===== src/rtl/ps2_key_tracker_if.sv =====
// Byte-stream input and key-state output bundle for ps2_key_tracker.
// The master side is the PS/2 receiver plus game logic, and the slave side is the tracker.
interface ps2_key_tracker_if #(
  parameter int NUM_KEYS = 6
);
  logic [7:0]          rx_data;
  logic                rx_valid;
  logic                clear_all;
  logic [NUM_KEYS-1:0] key_down;
  logic [NUM_KEYS-1:0] key_press;
  logic [NUM_KEYS-1:0] key_release;
  logic                any_down;
  logic [7:0]          last_code;

  modport master (
    output rx_data, rx_valid, clear_all,
    input  key_down, key_press, key_release, any_down, last_code
  );

  modport slave (
    input  rx_data, rx_valid, clear_all,
    output key_down, key_press, key_release, any_down, last_code
  );
endinterface


===== src/rtl/ps2_key_tracker.sv =====
// Set-2 PS/2 scan-code parser that produces per-key held state and press/release strobes.
// Optional macro PS2_REPEAT_EN: every make of a mapped key pulses key_press, including typematic repeats.
module ps2_key_tracker #(
  parameter int                    NUM_KEYS       = 6,
  parameter logic [NUM_KEYS*9-1:0] KEYMAP         = {9'h15A, 9'h029, 9'h174, 9'h16B, 9'h172, 9'h175},
  parameter int unsigned           PREFIX_TIMEOUT = 1_000_000
) (
  input logic             CLOCK_50,
  input logic             reset,
  ps2_key_tracker_if.slave bus
);

  localparam int CW = $clog2(PREFIX_TIMEOUT + 1);
  localparam logic [CW-1:0] CNT_LAST = CW'(PREFIX_TIMEOUT - 1);

  typedef enum logic [1:0] {
    IDLE    = 2'd0,
    EXT     = 2'd1,
    BRK     = 2'd2,
    EXT_BRK = 2'd3
  } state_t;

  state_t              state;
  logic [CW-1:0]       cnt;
  logic [NUM_KEYS-1:0] key_down;
  logic [NUM_KEYS-1:0] key_press;
  logic [NUM_KEYS-1:0] key_release;
  logic                any_down;
  logic [7:0]          last_code;

  logic                make_ev;
  logic                brk_ev;
  logic                ev_ext;
  logic [NUM_KEYS-1:0] hit;
  logic [NUM_KEYS-1:0] down_next;
  logic [NUM_KEYS-1:0] press_next;

  function automatic logic is_ctrl(input logic [7:0] b);
    return (b == 8'hFA) || (b == 8'hAA) || (b == 8'hEE) || (b == 8'hFE) || (b == 8'hE1);
  endfunction

  // Classify the incoming byte as a make or break of {ext,code} given the current prefix state
  always_comb begin
    make_ev = 1'b0;
    brk_ev  = 1'b0;
    ev_ext  = 1'b0;
    if (bus.rx_valid && !bus.clear_all && !is_ctrl(bus.rx_data)) begin
      case (state)
        IDLE: begin
          if (bus.rx_data != 8'hE0 && bus.rx_data != 8'hF0) begin
            make_ev = 1'b1;
          end else begin
            make_ev = 1'b0;
          end
        end
        EXT: begin
          ev_ext = 1'b1;
          if (bus.rx_data != 8'hE0 && bus.rx_data != 8'hF0) begin
            make_ev = 1'b1;
          end else begin
            make_ev = 1'b0;
          end
        end
        BRK: begin
          brk_ev = 1'b1;
        end
        EXT_BRK: begin
          ev_ext = 1'b1;
          brk_ev = 1'b1;
        end
        default: begin
          make_ev = 1'b0;
        end
      endcase
    end else begin
      make_ev = 1'b0;
    end
  end

  // Exact {ext,code} match against every keymap entry, so duplicate entries all update
  always_comb begin
    hit = '0;
    for (int i = 0; i < NUM_KEYS; i++) begin
      if ({ev_ext, bus.rx_data} == KEYMAP[9*i +: 9]) begin
        hit[i] = 1'b1;
      end else begin
        hit[i] = 1'b0;
      end
    end
  end

  // Next held-key vector and press strobes; clear_all overrides any same-cycle byte
  always_comb begin
    down_next  = key_down;
    press_next = '0;
    if (bus.clear_all) begin
      down_next = '0;
    end else if (make_ev) begin
      down_next = key_down | hit;
    end else if (brk_ev) begin
      down_next = key_down & ~hit;
    end else begin
      down_next = key_down;
    end
`ifdef PS2_REPEAT_EN
    if (make_ev) begin
      press_next = hit;
    end else begin
      press_next = '0;
    end
`else
    press_next = down_next & ~key_down;
`endif
  end

  // Parser FSM, prefix timeout and all registered outputs
  always_ff @(posedge CLOCK_50 or posedge reset) begin
    if (reset) begin
      state       <= IDLE;
      cnt         <= '0;
      key_down    <= '0;
      key_press   <= '0;
      key_release <= '0;
      any_down    <= 1'b0;
      last_code   <= 8'h00;
    end else begin
      key_down    <= down_next;
      key_press   <= press_next;
      key_release <= key_down & ~down_next;
      any_down    <= |down_next;
      if (make_ev || brk_ev) begin
        last_code <= bus.rx_data;
      end else begin
        last_code <= last_code;
      end

      if (bus.clear_all) begin
        state <= IDLE;
        cnt   <= '0;
      end else if (bus.rx_valid) begin
        cnt <= '0;
        if (is_ctrl(bus.rx_data)) begin
          state <= IDLE;
        end else begin
          case (state)
            IDLE: begin
              if (bus.rx_data == 8'hE0) begin
                state <= EXT;
              end else if (bus.rx_data == 8'hF0) begin
                state <= BRK;
              end else begin
                state <= IDLE;
              end
            end
            EXT: begin
              if (bus.rx_data == 8'hF0) begin
                state <= EXT_BRK;
              end else if (bus.rx_data == 8'hE0) begin
                state <= EXT;
              end else begin
                state <= IDLE;
              end
            end
            BRK:     state <= IDLE;
            EXT_BRK: state <= IDLE;
            default: state <= IDLE;
          endcase
        end
      end else if (state != IDLE) begin
        // A prefix whose follow-up byte never arrives is silently dropped
        if (cnt == CNT_LAST) begin
          state <= IDLE;
          cnt   <= '0;
        end else begin
          cnt <= cnt + {{(CW-1){1'b0}}, 1'b1};
        end
      end else begin
        cnt <= '0;
      end
    end
  end

  assign bus.key_down    = key_down;
  assign bus.key_press   = key_press;
  assign bus.key_release = key_release;
  assign bus.any_down    = any_down;
  assign bus.last_code   = last_code;

endmodule


===== src/flat_wrapper.sv =====
// flat-port wrapper written by rule: the top's interface ports become plain ports
module ps2_key_tracker_flat 
#(
  parameter int                    NUM_KEYS       = 6,
  parameter logic [NUM_KEYS*9-1:0] KEYMAP         = {9'h15A, 9'h029, 9'h174, 9'h16B, 9'h172, 9'h175},
  parameter int unsigned           PREFIX_TIMEOUT = 1_000_000
)
  (CLOCK_50, reset, bus_rx_data, bus_rx_valid, bus_clear_all, bus_key_down, bus_key_press, bus_key_release, bus_any_down, bus_last_code);
  ps2_key_tracker_if #(.NUM_KEYS(NUM_KEYS)) bus_i ();
  input logic CLOCK_50;
  input logic reset;
  input wire logic [$bits(bus_i.rx_data)-1:0] bus_rx_data;
  input wire logic [$bits(bus_i.rx_valid)-1:0] bus_rx_valid;
  input wire logic [$bits(bus_i.clear_all)-1:0] bus_clear_all;
  output wire logic [$bits(bus_i.key_down)-1:0] bus_key_down;
  output wire logic [$bits(bus_i.key_press)-1:0] bus_key_press;
  output wire logic [$bits(bus_i.key_release)-1:0] bus_key_release;
  output wire logic [$bits(bus_i.any_down)-1:0] bus_any_down;
  output wire logic [$bits(bus_i.last_code)-1:0] bus_last_code;
  assign bus_i.rx_data = bus_rx_data;
  assign bus_i.rx_valid = bus_rx_valid;
  assign bus_i.clear_all = bus_clear_all;
  assign bus_key_down = bus_i.key_down;
  assign bus_key_press = bus_i.key_press;
  assign bus_key_release = bus_i.key_release;
  assign bus_any_down = bus_i.any_down;
  assign bus_last_code = bus_i.last_code;
  ps2_key_tracker #(.NUM_KEYS(NUM_KEYS), .KEYMAP(KEYMAP), .PREFIX_TIMEOUT(PREFIX_TIMEOUT)) u_core (.CLOCK_50(CLOCK_50), .reset(reset), .bus(bus_i));
endmodule

===== config.mk =====
export PLATFORM = sky130hd
export DESIGN_NAME = ps2_key_tracker_flat
export DESIGN_NICKNAME = d
export VERILOG_FILES = /design/src/rtl/ps2_key_tracker_if.sv /design/src/rtl/ps2_key_tracker.sv /design/src/flat_wrapper.sv
export SDC_FILE = /design/constraint.sdc
export NUM_CORES = 1
export LEC_CHECK = 0
export CAP_MARGIN = 20
export CORE_MARGIN = 2
export CORE_UTILIZATION = 52
export CTS_CLUSTER_DIAMETER = 30
export DETAILED_ROUTE_END_ITERATION = 10
export GPL_TIMING_DRIVEN = 0
export PLACE_DENSITY = 0.83
export SYNTH_ARGS = -nofsm -noshare
export SYNTH_HDL_FRONTEND = slang
export SYNTH_SLANG_ARGS = --single-unit

===== constraint.sdc =====
create_clock -name CLOCK_50 -period 1.9 [get_ports CLOCK_50]
set_input_delay 0.38 -clock CLOCK_50 [delete_from_list [all_inputs] [get_ports CLOCK_50]]
set_output_delay 0.38 -clock CLOCK_50 [all_outputs]
set_load 0.02 [all_outputs]

==> results_dict.tcl <==
set metrics [dict create \
    finalMaxSlewViolations 0 \
    power_density_nw_per_um2 663.0 \
    place.gp.congestion 0.8642 \
    seq_area_frac_synth 0.5280 \
    finalPower_w 0.002127 \
    cts_num_sinks 49 \
    slowest_delay_ns 0.43 \
    path_clk_slew_ns 0.09 \
    cts-root-buf "clkbuf_8" \
    via_per_inst 5.835 \
    setup_viol 4 \
    instances_no_fill 321 \
    synth-main-ff-cell "dfrtp_1" \
    die_w_um 70.83 \
    overflow 0 \
    placed_area_um2 2790 \
    critPathCaptureType "flop" \
    synth_top_cell_by_area "dfrtp_1" \
    clk_path_buf_depth 2 \
    violations "negative setup slack" \
    ys_async_sr_fraction 1.000 \
    finClkSkew_ns 0.01313 \
    port_buffers 37 \
    cts-buffers-inserted 5 \
    grt_pass1_vias 1811 \
    wl_met3_um 239 \
    synth.area.top_cells "dfrtp_1 (53%), xor2_1 (5.3%), mux2_4 (5.2%)" \
    dr.pass1.iters 4 \
    core_um2 4324 \
    syn_area_per_cell_um2 10.95 \
    ys_types 42 \
    synth_seq_cells 49 \
    syn_area_um2 2322 \
    period_share 1.038 \
    cts_tree "built" \
    synth.net_count 225 \
    cp-start-kind "primary input" \
    max_cap_violations 0 \
    path_max_fanout 6 \
    fin_crit_ns 1.972 \
    drive_gt1_frac 0.2677 \
    vias 1873 \
    whs_ns 0.2856 \
    slowest_stage "a2111oi_4" \
    path_buf_inv 3 \
    grt_pass1_wl_um 8473 \
    fillers 281 \
    slew_headroom 0.7547 \
    worstSkewPairLatency_ns 0.30 \
    met2_length_um 2993 \
    detail_route.wl_per_cell_um 18.26 \
    grt_max_degree 38 \
    io_pins 39 \
    cts.hold.buffers_added 0 \
    antenna_found_initial 0 \
    hp-class "primary input to flop" \
    path_delay_family "simple AND/OR/NAND/NOR gates" \
    ir_drop_mv 0.4274 \
    required_ns 2.13 \
    synth_top_area_frac 0.5280 \
    fin_area_um2 3208 \
    syn_inst 212 \
    setup_ws_ns -0.07193 \
    reg2reg_slack_ns -0.02 \
    die-height_um 70.83 \
    status "finished, violations left" \
    path_class "primary input to flop" \
    p_leak_nw 1.365 \
    route.detailed.drc 0 \
    synth_edf_count 0 \
    die-area_um2 5016 \
    diodes 0 \
    row_count 24 \
    ys_warn_count 0 \
    hold_viol_final 0 \
    drt_iter0_markers 177 \
    wirelength_um 5862 \
    path_cells "buf_12 -> or3_4 -> a2111oi_4 -> buf_6 -> buf_4 -> nor3_1 -> mux2i_1 -> nor2b_1" \
    area_growth_pct 38.15 \
    final.setup.tns_ns -0.1431 \
    track_usage 0.2174 \
    worstPathArrival_ns 2.20 \
    top_layer "met4" \
    met1_length_um 2492 \
    tightest_slew_ns 0.3651 \
    ant_nets 0 \
    max_freq_mhz 507.1 \
    dp.cells 302 \
    initial_core_util 0.5370 \
    htreeDepth 2 \
    grt_setup_unrepaired "true" \
    final_nets 281 \
    hpwl_um 3399 \
]
-- sequential cells by signal, indices dropped and copies added (netlist names) --
name                    flops
u_core.bus.last_code        8
u_core.cnt                 20
u_core.bus.any_down         1
u_core.state                2
u_core.bus.key_release      6
u_core.bus.key_press        6
u_core.bus.key_down         6
-- kinds of logic after synthesis --
family	synth area share
AOI/OAI and AO/OA	0.07382
buffers and inverters	0.02748
and+or+nand+nor	0.2371
adders and majority gates	0.005387
xor gates and xnor gates	0.06789
DFF	0.5280
muxes	0.06035
-- area by class of cell --
cell class                 count  area, um2  area share
multi-input combinational    152       1256      0.3916
sequential                    49       1226      0.3822
timing repair buffer          50      479.2      0.1494
clock buffer                   7      86.33     0.02691
tap                           52      65.06     0.02028
buffer                         5      46.29     0.01443
clock inverter                 1      30.03    0.009360
inverter                       5      18.77    0.005850
-- Yosys cell counts (all sizes together) (3+ instances only) --
cell type	instances
dfrtp	49
nor2	33
xor2	14
nand3	13
nand2	11
mux2	8
nor2b	8
o21a	6
inv	5
nor3	5
and3	4
o31ai	4
xnor2	4
buf	3
clkbuf	3
nand4	3
nor4	3
o21ai	3
or3	3
or4	3
-- power by group --
part           internal [W]  switching (W)
Sequential          0.00107      0.0000159
Clock              0.000430       0.000342
Combinational      0.000134       0.000137
-- through the flow --
| step | util | worst slack, ns |
|---|---|---|
| 2_1_floorplan | - | -0.1368 |
| 3_3_place_gp | 0.6406 | -0.8444 |
| 3_5_place_dp | 0.6453 | -0.8544 |
| 4_1_cts | 0.7078 | 0.002339 |
| 5_1_grt | 0.7419 | -0.09956 |
| 6_report | 0.7419 | -0.07193 |
-- path summary, 6_finish.rpt --
kind / to / startpoint / depth (start not counted)
max: u_core.bus.key_press[0] / bus_rx_data[6] / 8
min in group asynchronous: u_core.bus.last_code[2] / reset / 2
max in group asynchronous: u_core.cnt[6] / reset / 3
min reg2reg: u_core.bus.key_press[4] / u_core.bus.key_down[4] / 1
min: u_core.state[0] / bus_rx_data[4] / 2
max reg2reg: u_core.bus.key_press[0] / u_core.state[0] / 5
-- timing repair --
item                                    4_1_cts  5_1_grt
resized for setup                            43       33
setup buffers                                 5        6
pin swaps                                     4       10
cloned                                        0        1
endpoints found under the setup margin       49       35
-- layout by cell type, fill, tap and decap left out, types with 2 or more instances in the layout --
cell	instances
nor2b_1	7
xor2_1	14
clkbuf_2	4
and3_1	4
nor2_1	32
a21oi_2	2
o311ai_4	2
mux2_4	8
o21a_1	6
buf_12	2
or3_4	2
clkdlybuf4s50_1	28
nand3_1	11
nand4b_1	2
buf_4	12
nor4_2	2
dlygate4sd2_1	2
dfrtp_1	49
nand2_1	11
clkbuf_8	6
o21ai_1	2
nand3_2	2
nor3_1	4
nand4_1	3
or4_1	3
o31ai_1	2
xnor2_1	4
buf_6	3
inv_1	4
-- layer usage --
metal / global-route usage / vias up
met2: 0.3385 / 66
met4: 0.1111 / 0
met3: 0.04274 / 14
li1: - / 850
met5: 0 / -
met1: 0.2918 / 943
(Power assumes the default switching activity.)
